### src/rtl/fetch_ctrl_if.sv
// rtl/fetch_ctrl_if.sv - memory read and decode hand-off signals of fetch_ctrl
// master side belongs to fetch_ctrl; slave side to memory/decode.
interface fetch_ctrl_if;
  logic        mem_req;
  logic [31:0] mem_addr;
  logic        mem_ack;
  logic [31:0] mem_rdata;
  logic [31:0] ir;
  logic        ir_valid;
  logic        ir_ready;

  modport master (
    output mem_req, mem_addr, ir, ir_valid,
    input  mem_ack, mem_rdata, ir_ready
  );

  modport slave (
    input  mem_req, mem_addr, ir, ir_valid,
    output mem_ack, mem_rdata, ir_ready
  );
endinterface

### src/rtl/fetch_ctrl.sv
// rtl/fetch_ctrl.sv - instruction-fetch sequencer driving PCreg via ldp/cta/SW
// IDLE -> FETCH -> HOLD -> ADV loop with redirect, flush and memory timeout.
module fetch_ctrl #(
  parameter int unsigned TIMEOUT = 15
) (
  input  logic        clk,
  input  logic        rst,
  input  logic        run,
  input  logic [31:0] pc,
  output logic        ldp,
  output logic        cta,
  output logic [31:0] SW,
  input  logic        redirect,
  input  logic [31:0] redirect_addr,
  output logic        err,
  output logic [31:0] fetch_cnt,
  fetch_ctrl_if.master bus
);

  typedef enum logic [1:0] {
    IDLE  = 2'd0,
    FETCH = 2'd1,
    HOLD  = 2'd2,
    ADV   = 2'd3
  } state_t;

  localparam logic [7:0] WAIT_LAST = 8'(TIMEOUT - 1);

  state_t      state_q, state_d;
  logic [31:0] addr_q, addr_d;
  logic [31:0] ir_q, ir_d;
  logic [31:0] sw_q, sw_d;
  logic [31:0] cnt_q, cnt_d;
  logic        pend_q, pend_d;
  logic [31:0] pend_addr_q, pend_addr_d;
  logic [7:0]  wait_q, wait_d;
  logic        err_q, err_d;

  always_ff @(posedge clk or negedge rst) begin
    if (!rst) begin
      state_q     <= IDLE;
      addr_q      <= '0;
      ir_q        <= '0;
      sw_q        <= '0;
      cnt_q       <= '0;
      pend_q      <= 1'b0;
      pend_addr_q <= '0;
      wait_q      <= '0;
      err_q       <= 1'b0;
    end else begin
      state_q     <= state_d;
      addr_q      <= addr_d;
      ir_q        <= ir_d;
      sw_q        <= sw_d;
      cnt_q       <= cnt_d;
      pend_q      <= pend_d;
      pend_addr_q <= pend_addr_d;
      wait_q      <= wait_d;
      err_q       <= err_d;
    end
  end

  always_comb begin
    state_d      = state_q;
    addr_d       = addr_q;
    ir_d         = ir_q;
    sw_d         = sw_q;
    cnt_d        = cnt_q;
    pend_d       = pend_q;
    pend_addr_d  = pend_addr_q;
    wait_d       = wait_q;
    err_d        = err_q;
    ldp          = 1'b0;
    cta          = 1'b0;
    SW           = sw_q;
    bus.mem_req  = 1'b0;
    bus.mem_addr = addr_q;
    bus.ir_valid = 1'b0;

    case (state_q)
      IDLE: begin
        if (run && !err_q) begin
          wait_d  = '0;
          // A redirect parked while idle is applied before any fetch from the stale PC.
          state_d = pend_q ? ADV : FETCH;
        end
      end

      FETCH: begin
        bus.mem_req = 1'b1;
        // PCreg settles on the ADV edge, so the address is taken live in the first cycle.
        if (wait_q == 8'd0) begin
          bus.mem_addr = pc;
          addr_d       = pc;
        end
        if (bus.mem_ack) begin
          ir_d    = bus.mem_rdata;
          wait_d  = '0;
          state_d = (pend_q || redirect) ? ADV : HOLD;
        end else if (wait_q == WAIT_LAST) begin
          err_d   = 1'b1;
          state_d = IDLE;
        end else begin
          wait_d = wait_q + 8'd1;
        end
      end

      HOLD: begin
        bus.ir_valid = 1'b1;
        if (bus.ir_ready) begin
          cnt_d   = cnt_q + 32'd1;
          state_d = ADV;
        end else if (redirect) begin
          state_d = ADV;
        end
      end

      ADV: begin
        if (pend_q) begin
          ldp    = 1'b1;
          SW     = pend_addr_q;
          sw_d   = pend_addr_q;
          pend_d = 1'b0;
        end else begin
          cta = 1'b1;
        end
        wait_d  = '0;
        state_d = run ? FETCH : IDLE;
      end

      default: state_d = IDLE;
    endcase

    // A fresh pulse always wins, including one arriving while ADV consumes the old one.
    if (redirect) begin
      pend_d      = 1'b1;
      pend_addr_d = redirect_addr;
    end
  end

  assign bus.ir    = ir_q;
  assign err       = err_q;
  assign fetch_cnt = cnt_q;

endmodule

### src/flat_wrapper.sv
// flat-port wrapper written by rule: the top's interface ports become plain ports
module fetch_ctrl_flat 
#(
  parameter int unsigned TIMEOUT = 15
)
  (clk, rst, run, pc, ldp, cta, SW, redirect, redirect_addr, err, fetch_cnt, bus_mem_req, bus_mem_addr, bus_ir, bus_ir_valid, bus_mem_ack, bus_mem_rdata, bus_ir_ready);
  fetch_ctrl_if bus_i ();
  input  logic clk;
  input  logic rst;
  input  logic run;
  input  logic [31:0] pc;
  output logic ldp;
  output logic cta;
  output logic [31:0] SW;
  input  logic redirect;
  input  logic [31:0] redirect_addr;
  output logic err;
  output logic [31:0] fetch_cnt;
  output wire logic [$bits(bus_i.mem_req)-1:0] bus_mem_req;
  output wire logic [$bits(bus_i.mem_addr)-1:0] bus_mem_addr;
  output wire logic [$bits(bus_i.ir)-1:0] bus_ir;
  output wire logic [$bits(bus_i.ir_valid)-1:0] bus_ir_valid;
  input wire logic [$bits(bus_i.mem_ack)-1:0] bus_mem_ack;
  input wire logic [$bits(bus_i.mem_rdata)-1:0] bus_mem_rdata;
  input wire logic [$bits(bus_i.ir_ready)-1:0] bus_ir_ready;
  assign bus_mem_req = bus_i.mem_req;
  assign bus_mem_addr = bus_i.mem_addr;
  assign bus_ir = bus_i.ir;
  assign bus_ir_valid = bus_i.ir_valid;
  assign bus_i.mem_ack = bus_mem_ack;
  assign bus_i.mem_rdata = bus_mem_rdata;
  assign bus_i.ir_ready = bus_ir_ready;
  fetch_ctrl #(.TIMEOUT(TIMEOUT)) u_core (.clk(clk), .rst(rst), .run(run), .pc(pc), .ldp(ldp), .cta(cta), .SW(SW), .redirect(redirect), .redirect_addr(redirect_addr), .err(err), .fetch_cnt(fetch_cnt), .bus(bus_i));
endmodule
### config.mk
export PLATFORM = sky130hd
export DESIGN_NAME = fetch_ctrl_flat
export DESIGN_NICKNAME = d
export VERILOG_FILES = /design/src/rtl/fetch_ctrl_if.sv /design/src/rtl/fetch_ctrl.sv /design/src/flat_wrapper.sv
export SDC_FILE = /design/constraint.sdc
export NUM_CORES = 1
export LEC_CHECK = 0
export CORE_MARGIN = 1
export CORE_UTILIZATION = 25
export DETAILED_ROUTE_END_ITERATION = 10
export DONT_BUFFER_PORTS = 1
export GPL_TIMING_DRIVEN = 0
export MAX_ROUTING_LAYER = met4
export SETUP_SLACK_MARGIN = 0.02
export SYNTH_ARGS = -nofsm -noshare
export SYNTH_HDL_FRONTEND = slang
export SYNTH_SLANG_ARGS = --single-unit
### constraint.sdc
create_clock -name clk -period 3.25 [get_ports clk]
set_input_delay 0.8125 -clock clk [delete_from_list [all_inputs] [get_ports clk]]
set_output_delay 0.8125 -clock clk [all_outputs]
set_load 0.1 [all_outputs]
==> flow_summary_export.csv, run 1 <==
group,metric,value,unit
status,status,"finished, final reports clean",
setup_path,cp-startpoint,"u_core.wait_q[7]",
layout,utilization,0.300,
clock_network,clkSlewWorstSetupHoldPaths,70,ps
yosys,ys_types,46,
detailed_routing,wl_per_cell,16.9,um
global_routing,grt_use_total,0.108,
sta,post-route-period-util,0.979,
floorplanning,start_util,0.254,
clock_network,cts_sinks,172,
detailed_routing,met1_length,6.24,mm
sta,fmax,314,MHz
sta,fin_crit,3180,ps
sta,holdWs,76.2,ps
floorplanning,rows,61,
yosys,syn_avg_cell_area,14.8,sq um
sta,slew_violations,0,
detailed_routing,drtPass1Iterations,4,
placement,dp_hpwl,10.1,mm
layout,final_nets,604,
floorplanning,die_w,170,um
setup_path,crit_type,"reg2out",
sta,worstMarginPinSlew,1150,ps
detailed_routing,drtAntennaViolNets,0,
floorplanning,io_pins,235,
yosys,netlist_area,7040,sq um
setup_path,worstSetupStartpointType,"register",
detailed_routing,top_layer,"met4",
detailed_routing,first_iter_violations,230,
min_path,hold_class,"in2async",
sta,slew_headroom,0.234,
layout,syn2layout_area_growth,18.0,%
layout,fillers,2757,
clock_network,insertion_delay,430,ps
yosys,synthTopCellsByArea,"dfrtp_1 61%, mux2_2 16%, mux2_4 6.4%, xnor2_1 3.6%, nand4_1 1.9%",
detailed_routing,drc,0,
floorplanning,core-area,27700,sq um
yosys,async_flop_share,1.00,
clock_network,cts_htree_levels,4,
setup_path,r2r-start,"u_core.fetch_cnt[5]",
detailed_routing,vias,3811,
clock_network,cts_buffer_depth,2,
global_routing,grt_first_pass_wirelength,22.6,mm
yosys,syn_inst,476,
yosys,synth_nets,582,
detailed_routing,met2_length,7.19,mm
yosys,ys.flop_type,"dfrtp_1",
layout,drive_gt1_frac,0.366,
detailed_routing,drt_wl_total,15.0,mm
global_routing,grt_pass1_vias,4021,
yosys,synth_top_area_share,0.612,
clock_network,root_buffer,"clkbuf_16",
global_routing,antenna_found_initial,1,
sta,hold_viol,0,
placement,io_buffers,0,
clock_network,cts_tree,"yes",
floorplanning,die_h,170,um
setup_path,critPathSlowestCell,"or4_4",
setup_path,critPathArrivalTime,2370,ps
yosys,synth_edf_count,0,
yosys,ys_ff_latch,172,
sta,finClkSkew,7.67,ps
setup_path,cp_max_fo,10,
global_routing,grt-ovfl-total,0,
sta,setup_viol,0,
setup_path,critPathMaxStageDelay,540,ps
clock_network,numCtsBuffers,17,
yosys,ys_warn_count,0,
global_routing,grt_max_degree,173,
layout,regArea,4310,sq um
flow_run,maxCapViolations,0,
setup_path,crit_required,2440,ps
setup_path,endpoint_kind,"output pin",
sta,rsz0062_at_grt,"true",
setup_path,crit_chain,"or4_4 -> or2_1 -> buf_6 -> buf_12 -> mux2_4",
layout,multiInputGateArea,2710,sq um
yosys,ys_seq_area_frac,0.612,
detailed_routing,wl_met3,1.47,mm
detailed_routing,via_per_inst,4.28,
placement,place_congestion,0.714,
yosys,synth_top_area_cell,"dfrtp_1",
floorplanning,die_area,28800,sq um
[path summary, 6_finish.rpt]
path	end	slack, ps	cells after the start
max	bus_mem_addr[1]	70	5
min	u_core.fetch_cnt[31]	80	0
max reg2reg	u_core.fetch_cnt[16]	330	4
min reg2reg	u_core.pend_addr_q[0]	510	1
max in group asynchronous	u_core.sw_q[14]	2940	0
min in group clk	u_core.pend_addr_q[0]	510	1
[cell usage in the layout (no fill, tap or decap), drive strengths merged, types with 5 or more instances in the layout]
cell    Yosys  layout
buf         9      12
clkbuf      9      27
clkinv      0       5
dfrtp     172     172
inv         6      10
mux2      129     129
nand2      23      23
nand3      11      11
nand4      21      21
nor2        9       9
o21ai      10      10
xnor2      29      29
[area by class of cell]
| type | instances | area share |
|---|---|---|
| Sequential cell | 172 | 0.518 |
| Clock inverter | 14 | 0.0249 |
| Timing Repair Buffer | 3 | 0.00271 |
| Multi-Input combinational cell | 280 | 0.326 |
| Antenna cell | 1 | 0.000301 |
| Clock buffer | 18 | 0.0517 |
| Tap cell | 378 | 0.0569 |
| Buffer | 18 | 0.0160 |
| Inverter | 6 | 0.00316 |
[critical path, delay by kind of cell, from the launching register on]
| kind | cells | cell delay [ps] |
|---|---|---|
| multiplexers | 1 | 440 |
| buffers and inverters | 2 | 300 |
| flip-flops | 1 | 400 |
| AND/OR/NAND/NOR | 2 | 790 |
[per-layer routing]
layer	GRT usage	up-vias
li1	-	1725
met1	0.123	1933
met2	0.163	145
met3	0.0581	8
met4	0.0349	0
met5	-	-
[timing repair]
| item | CTS | global route |
|---|---|---|
| pin swaps | 2 | 0 |
| setup endpoints to repair | 62 | 62 |
| buffers inserted | 3 | 0 |
| gates resized for setup | 19 | 20 |
| hold buffers | 0 | 0 |
[cell families after synthesis]
group / share of synthesized area
flip-flops: 0.612
multiplexers: 0.222
AND/OR/NAND/NOR: 0.0740
XOR/XNOR: 0.0411
buffers and inverters: 0.0212
AO/OA/AOI/OAI: 0.0226
adder cells (fa/ha/maj): 0.00711
[cells in the mapped netlist, drive strengths merged (3+ instances only)]
library cell,count
dfrtp,172
mux2,129
xnor2,29
nand2,23
nand4,21
nand3,11
o21ai,10
buf,9
clkbuf,9
nor2,9
inv,6
and3,4
ha,4
xor2,4
a21oi,3
and2,3
and4,3
nor4,3
[registers in the layout, summed over array words and instances, names as in the netlist]
name	count
u_core.wait_q	8
u_core.pend_addr_q	32
u_core.bus.ir	32
u_core.sw_q	32
u_core.pend_q	1
u_core.fetch_cnt	32
u_core.state_q	2
u_core.addr_q	32
u_core.err	1
[per-stage QoR]
stage | setup TNS [ps] | area, sq um | instances | setup slack, ps
floorplan | 0 | 7040 | 476 | 487
global placement | 0 | 7510 | 854 | 252
detailed placement | 0 | 7510 | 854 | 260
CTS | -605 | 8240 | 889 | -53.2
global route | -908 | 8310 | 890 | -33.8
finish | 0 | 8310 | 890 | 68.0
Power of run 1 is not shown: default switching activity piles up to over one toggle a cycle in this logic, so the estimate is an artifact.
==> inputs of run 2 (changes only) <==
--- a/config.mk
+++ b/config.mk
@@ -5,12 +5,14 @@
 export SDC_FILE = /design/constraint.sdc
 export NUM_CORES = 1
 export LEC_CHECK = 0
+export CELL_PAD_IN_SITES_DETAIL_PLACEMENT = 1
+export CELL_PAD_IN_SITES_GLOBAL_PLACEMENT = 2
 export CORE_MARGIN = 1
 export CORE_UTILIZATION = 25
 export DETAILED_ROUTE_END_ITERATION = 10
 export DONT_BUFFER_PORTS = 1
 export GPL_TIMING_DRIVEN = 0
-export MAX_ROUTING_LAYER = met4
+export PLACE_DENSITY_LB_ADDON = 0.1
 export SETUP_SLACK_MARGIN = 0.02
 export SYNTH_ARGS = -nofsm -noshare
 export SYNTH_HDL_FRONTEND = slang
==> run 2 against run 1 <==
Net effect:
- fmax fell by 1.9%
- register-to-register slack improved by 160 ps
- highest routed layer unchanged
- cell count is 0.34% higher
- routed wire length grew 13%
- hold slack worse by 8.0 ps
- cell area is 0.17% higher
- sequential cell count unchanged
- utilization hardly changed
- critical path depth stayed put
- largest cell class unchanged
==> flow_summary_export.csv, run 2 (synthesis gave the netlist of run 1 again) <==
group,metric,value,unit
status,status,"finished, final reports clean",
setup_path,critPathArrivalTime,2430,ps
clock_network,cts_htree_levels,4,
placement,io_buffers,0,
global_routing,use_met1,0.136,
min_path,hold_class,"in2async",
setup_path,endpoint_kind,"output pin",
sta,slew_headroom,0.222,
setup_path,crit_required,2440,ps
layout,drive_gt1_frac,0.366,
sta,finClkSkew,19.4,ps
setup_path,cp_max_fo,8,
global_routing,grt_first_pass_wirelength,26.5,mm
clock_network,hold_buffers,0,
layout,layout.cells.non_filler,893,
clock_network,cts_tree,"yes",
sta,post-route-period-util,0.998,
detailed_routing,drtAntennaViolNets,0,
clock_network,clkSlewWorstSetupHoldPaths,80,ps
setup_path,crit_type,"reg2out",
sta,hold_viol,0,
detailed_routing,drt_wl_total,16.9,mm
clock_network,root_buffer,"clkbuf_16",
floorplanning,die_h,170,um
floorplanning,rows,61,
sta,worstMarginPinSlew,1160,ps
layout,layout_commonest_cell,"dfrtp_1",
clock_network,insertion_delay,430,ps
clock_network,cts_buffer_depth,2,
global_routing,grt-busiest-layer,"met2",
global_routing,grt_use_total,0.120,
floorplanning,core-area,27700,sq um
sta,slew_violations,0,
layout,final_nets,607,
detailed_routing,via_per_inst,4.46,
layout,syn2layout_area_growth,18.2,%
sta,fmax,308,MHz
detailed_routing,drtPass1Iterations,5,
detailed_routing,vias,3982,
placement,dp_hpwl,11.4,mm
sta,fin_crit,3240,ps
sta,rsz0062_at_grt,"true",
floorplanning,io_pins,235,
global_routing,grtUsageMet2,0.198,
floorplanning,die_w,170,um
placement,place_congestion,0.706,
floorplanning,start_util,0.254,
detailed_routing,drc,0,
placement,dp.cells,854,
sta,setup_viol,0,
flow_run,maxCapViolations,0,
global_routing,grt_max_degree,173,
clock_network,cts_sinks,172,
floorplanning,die_area,28800,sq um
global_routing,grt-ovfl-total,0,
clock_network,numCtsBuffers,17,
global_routing,antenna_found_initial,3,
global_routing,grt_pass1_vias,4492,
sta,holdWs,68.1,ps
layout,final_cell_mix,"172 x dfrtp_1, 75 x mux2_2, 54 x mux2_4",
global_routing,met3_usage,0.0581,
detailed_routing,first_iter_violations,118,
setup_path,worstSetupStartpointType,"register",
detailed_routing,wl_per_cell,19.0,um
## run 2: critical path, stage by stage (launching register included)
cell and delay, ps:
dfrtp_1 420, or4_4 560, or2_4 270, buf_12 160
clkbuf_16 160, mux2_4 440
## run 2: layer usage
metal	wire [um]	vias to the layer above
li1	-	1728
met1	6590	2095
met2	8420	144
met3	1710	15
met4	219	0
met5	0	-
## run 2: repair_timing
item	in CTS	in global routing
cloned	2	1
setup buffers	3	0
pin swaps	2	0
endpoints found under the setup margin	62	49
gates resized for setup	23	16
## run 2: stage by stage
step | setup TNS (ps) | worst slack [ps] | instance area, sq um | utilization
2_1_floorplan | 0 | 487 | 7040 | -
3_3_place_gp | 0 | 245 | 7510 | 0.271
3_5_place_dp | 0 | 203 | 7510 | 0.271
4_1_cts | -884 | -44.6 | 8230 | 0.297
5_1_grt | -2920 | -124 | 8320 | 0.300
6_report | 0 | 6.25 | 8320 | 0.300
## run 2: final cells by class
class | count | area, sq um
Fill cell | 2901 | 19400
Sequential cell | 172 | 4300
Multi-Input combinational cell | 280 | 2700
Tap cell | 378 | 473
Clock buffer | 17 | 425
Clock inverter | 14 | 145
Buffer | 18 | 139
Timing Repair Buffer | 6 | 110
Inverter | 6 | 22.5
Antenna cell | 2 | 5.00
## run 2: worst paths after layout
check                                 startpoint                     to  slack, ps  cells past startpoint
setup / recovery                u_core.wait_q[7]       bus_mem_addr[30]          6                      5
hold / removal                               rst   u_core.fetch_cnt[28]         70                      0
setup reg to reg             u_core.fetch_cnt[5]   u_core.fetch_cnt[23]        490                      4
hold reg to reg            u_core.pend_addr_q[1]  u_core.pend_addr_q[1]        510                      1
max in group asynchronous                    rst       u_core.bus.ir[9]       2980                      0
min in group clk           u_core.pend_addr_q[1]  u_core.pend_addr_q[1]        510                      1
Power of run 2 is left out for the same reason.
==> inputs of run 3 (changes only) <==
--- a/config.mk
+++ b/config.mk
@@ -14,6 +14,7 @@
 export GPL_TIMING_DRIVEN = 0
 export PLACE_DENSITY_LB_ADDON = 0.1
 export SETUP_SLACK_MARGIN = 0.02
+export SLEW_MARGIN = 20
 export SYNTH_ARGS = -nofsm -noshare
 export SYNTH_HDL_FRONTEND = slang
 export SYNTH_SLANG_ARGS = --single-unit
==> run 3 against run 2 <==
Net effect:
- worst setup slack better by 0.60 ps
- sequential cell count unchanged
- register-to-register slack is essentially flat
- largest cell class unchanged
==> flow_summary_export.csv, run 3 (synthesis gave the netlist of run 1 again) <==
group,metric,value,unit
floorplanning,start_util,0.254,
global_routing,antenna_found_initial,3,
global_routing,grt_use_total,0.120,
floorplanning,core-area,27700,sq um
sta,rsz0062_at_grt,"true",
floorplanning,rows,61,
placement,pre_cts_ws,203,ps
detailed_routing,first_iter_violations,112,
detailed_routing,via_per_inst,4.46,
clock_network,insertion_delay,430,ps
layout,fillers,2904,
detailed_routing,drt_wl_total,16.9,mm
clock_network,root_buffer,"clkbuf_16",
floorplanning,die_area,28800,sq um
sta,tns,0,ps
detailed_routing,vias,3979,
layout,final_cell_mix,"172 x dfrtp_1, 79 x mux2_2, 50 x mux2_4",
clock_network,cts_tree,"yes",
setup_path,critPathArrivalTime,2430,ps
detailed_routing,drtPass1Iterations,5,
placement,io_buffers,0,
global_routing,grt_pass1_vias,4492,
clock_network,hold_buffers,0,
floorplanning,io_pins,235,
setup_path,cp_max_fo,8,
sta,finClkSkew,19.4,ps
layout,final_area,8310,sq um
sta,setup_slack,6.85,ps
sta,setup_viol,0,
setup_path,worstSetupStartpointType,"register",
sta,hold_viol,0,
placement,dp.cells,854,
global_routing,grt_first_pass_wirelength,26.5,mm
clock_network,cts_buffer_depth,2,
placement,postPlaceCellArea,7510,sq um
setup_path,endpoint_kind,"output pin",
floorplanning,die_w,170,um
sta,fmax,308,MHz
clock_network,clkSlewWorstSetupHoldPaths,80,ps
placement,dp_hpwl,11.4,mm
sta,slew_violations,0,
clock_network,cts_sinks,172,
sta,post-route-period-util,0.998,
layout,layout_commonest_cell,"dfrtp_1",
layout,final_nets,607,
detailed_routing,wl_per_cell,18.9,um
sta,worstMarginPinSlew,1160,ps
layout,drive_gt1_frac,0.366,
setup_path,crit_required,2440,ps
clock_network,cts_htree_levels,4,
detailed_routing,drc,0,
setup_path,regToRegSetupSlack,490,ps
sta,fin_crit,3240,ps
detailed_routing,drtAntennaViolNets,0,
flow_run,maxCapViolations,0,
clock_network,numCtsBuffers,17,
global_routing,grt-ovfl-total,0,
layout,syn2layout_area_growth,18.1,%
sta,slew_headroom,0.222,
global_routing,grt_max_degree,173,
layout,layout.cells.non_filler,893,
placement,place_congestion,0.706,
min_path,hold_class,"in2async",
floorplanning,die_h,170,um
status,status,"finished, final reports clean",
setup_path,crit_type,"reg2out",
## run 3: cell types whose count changed in the layout (fill, tap and decap cells not counted), sizes merged
cell / delta
clkbuf: +1
buf: -1
## run 3: path summary, 6_finish.rpt
check | from | endpoint | cells past startpoint
hold reg to reg | u_core.pend_addr_q[1] | u_core.pend_addr_q[1] | 1
hold / removal | rst | u_core.fetch_cnt[28] | 0
max in group asynchronous | rst | u_core.bus.ir[9] | 0
setup reg to reg | u_core.fetch_cnt[5] | u_core.fetch_cnt[23] | 4
setup / recovery | u_core.wait_q[7] | bus_mem_addr[30] | 5
min in group clk | u_core.pend_addr_q[1] | u_core.pend_addr_q[1] | 1
## run 3: timing repair
action	in CTS	in global routing
gates resized for setup	23	11
gates cloned	2	1
setup endpoints to repair	62	49
setup buffers	3	0
pin swaps	2	0
## run 3: area by class of cell
cell class                 count  area, sq um  area share
multi-input combinational    280         2690       0.323
timing repair buffer           6          110      0.0132
clock buffer                  17          425      0.0512
sequential                   172         4300       0.518
tap                          378          473      0.0569
buffer                        18          139      0.0167
clock inverter                14          145      0.0175
antenna                        2         5.00    0.000602
inverter                       6         22.5     0.00271
## run 3: critical path, cell delays in order, from the launching register on
cell       delay, ps
dfrtp_1          420
or4_4            560
or2_4            270
buf_12           160
clkbuf_16        160
mux2_4           440
## run 3: through the flow
stage          hold slack, ps  utilization
6_report                 68.7        0.300
5_1_grt                  28.9        0.300
4_1_cts                  41.8        0.297
3_5_place_dp              495        0.271
3_3_place_gp              486        0.271
2_1_floorplan             477            -
## run 3: metal layers
layer  wire length (um)  global-route usage  vias to the layer above  share of wire
li1                   -                   -                     1726              -
met1               6580               0.136                     2095           0.39
met2               8370               0.198                      143           0.50
met3               1710              0.0581                       15           0.10
met4                219              0.0403                        0          0.013
met5                  0                   0                        -              0
Power of run 3 is left out for the same reason.
==> patch: new RTL, settings of run 1 <==
`sw_q` no longer has a reset.
--- a/src/rtl/fetch_ctrl.sv
+++ b/src/rtl/fetch_ctrl.sv
@@ -42,5 +42,4 @@
       addr_q      <= '0;
       ir_q        <= '0;
-      sw_q        <= '0;
       cnt_q       <= '0;
       pend_q      <= 1'b0;
@@ -52,5 +51,4 @@
       addr_q      <= addr_d;
       ir_q        <= ir_d;
-      sw_q        <= sw_d;
       cnt_q       <= cnt_d;
       pend_q      <= pend_d;
@@ -59,4 +57,8 @@
       err_q       <= err_d;
     end
+  end
+
+  always_ff @(posedge clk) begin
+    sw_q <= sw_d;
   end
 
Check against the original RTL: differs if rst is asserted again (counterexample within 4 cycles, from zero or initial values and one cycle with rst low); with rst held inactive, the same outputs for 4 cycles.
==> patch against run 1 <==
- routed wire length fell by 2.9%
- final cell count fell by 2.4%
- hold slack got worse by 0.0015 ns
- global-route usage rose by 0.064 points
- cell area fell by 3.9%
- setup slack improved by 0.080 ns
- sequential cell count did not move
- clock skew rose by 0.0047 ns
- register-to-register slack improved by 0.14 ns
- critical path depth rose by 1
- synthesized area fell by 3.3%
- critical path type unchanged
- highest routed layer unchanged
Power is not shown: default switching activity piles up to over one toggle a cycle in this logic, so the estimate is an artifact.
==> patch: results (changes against run 1) <==
- Result of the run: completed (unchanged).
- The fraction of met3 tracks used by global routing is 0.0452 (was 0.0581).
- The area of placed instances came to 7240 um^2 (was 7510 um^2).
- The final weighted congestion of routability-driven global placement is 0.775 (was 0.714).
- The cell type group with the largest total delay on the critical path is buffers and inverters (was simple AND/OR/NAND/NOR gates).
- The worst endpoint data arrival time is 2.29 ns (was 2.37 ns).
- The number of antenna violations at the first check in global routing is 0 (was 1).
- The count of cells along the worst register-to-register path came to 8 (was 4).
- The HPWL after detailed placement is 9.80 mm (was 10.1 mm).
- The wire length of the first global-routing pass was 22.7 mm (was 22.6 mm).
- Ranking of synthesized cells by area: dfrtp_1, mux2_2, dfxtp_1, xor2_1, ha_1 (was dfrtp_1, mux2_2, mux2_4, xnor2_1, nand4_1).
- The fraction of synthesized cell area in xor and xnor cells came to 0.0399 (was 0.0411).
- The fraction of layout cells with a size suffix above 1 is 0.341 (was 0.366).
- The routed wirelength normalized by instance count is 16.8 um (was 16.9 um).
- The share of async-settable or async-resettable flops after synthesis is 0.814 (was 1.00).
- The via-per-instance ratio is 4.46 (was 4.28).
- The number of global-route vias before repair is 4076 (was 4021).
- The routed wire length on met3 came to 1.24 mm (was 1.47 mm).
- The setup fix buffers added after clock tree synthesis was 1 (was 3).
- The fraction of the mapped netlist area in adder cells is 0.0166 (was 0.00711).
- The worst clock skew was 0.0123 ns (was 0.00767 ns).
- The delay of the slowest cell on the worst path is 0.45 ns (was 0.54 ns).
- The routed wire length on met2 was 6.72 mm (was 7.19 mm).
- Most frequent cells after synthesis: dfrtp_1, mux2_2, dfxtp_1 (was dfrtp_1, mux2_2, mux2_4).
- The met2 capacity usage during global routing came to 0.164 (was 0.163).
- The number of nets in the layout is 626 (was 604).
- The count of TritonRoute iterations in the first routing pass came to 5 (was 4).
- The number of fill cells in the layout came to 2672 (was 2757).
- The mean area per synthesized cell is 13.8 um^2 (was 14.8 um^2).
- The number of placed cells counting well taps is 835 (was 854).
- The minimum setup slack among reg-to-reg paths is 0.47 ns (was 0.33 ns).
- The met1 wire length is 6.55 mm (was 6.24 mm).
- The total nets after synthesis came to 605 (was 582).
- The routing usage on met1 is 0.133 (was 0.123).
## patch: cell types whose count changed in the layout (fill, tap and decap cells not counted), moves of 8 or more
cell	run 1	this run
xor2_1	4	20
mux2_2	70	97
nor4_1	2	11
dfxtp_1	0	32
nor3_1	1	12
xnor2_1	29	11
dfrtp_1	171	140
nand4_1	21	7
inv_1	5	13
mux2_4	59	33
## patch: final cells by class
class / instances / area [um^2] / area share
multi-input cells: 292 / 2680 / 0.336
repair buffers: 2 / 18.8 / 0.00235
well taps: 341 / 427 / 0.0535
flip-flops and latches: 172 / 4140 / 0.519
inverters: 14 / 52.6 / 0.00659
clock inverters: 14 / 134 / 0.0168
plain buffers: 16 / 85.1 / 0.0107
clock buffers: 18 / 439 / 0.0550
## patch: kinds of logic after synthesis
| family | Yosys count |
|---|---|
| compound gates | 23 |
| fa+ha+maj | 9 |
| xor+xnor | 31 |
| mux | 131 |
| flops | 172 |
| simple gates | 98 |
| buf+inv | 30 |
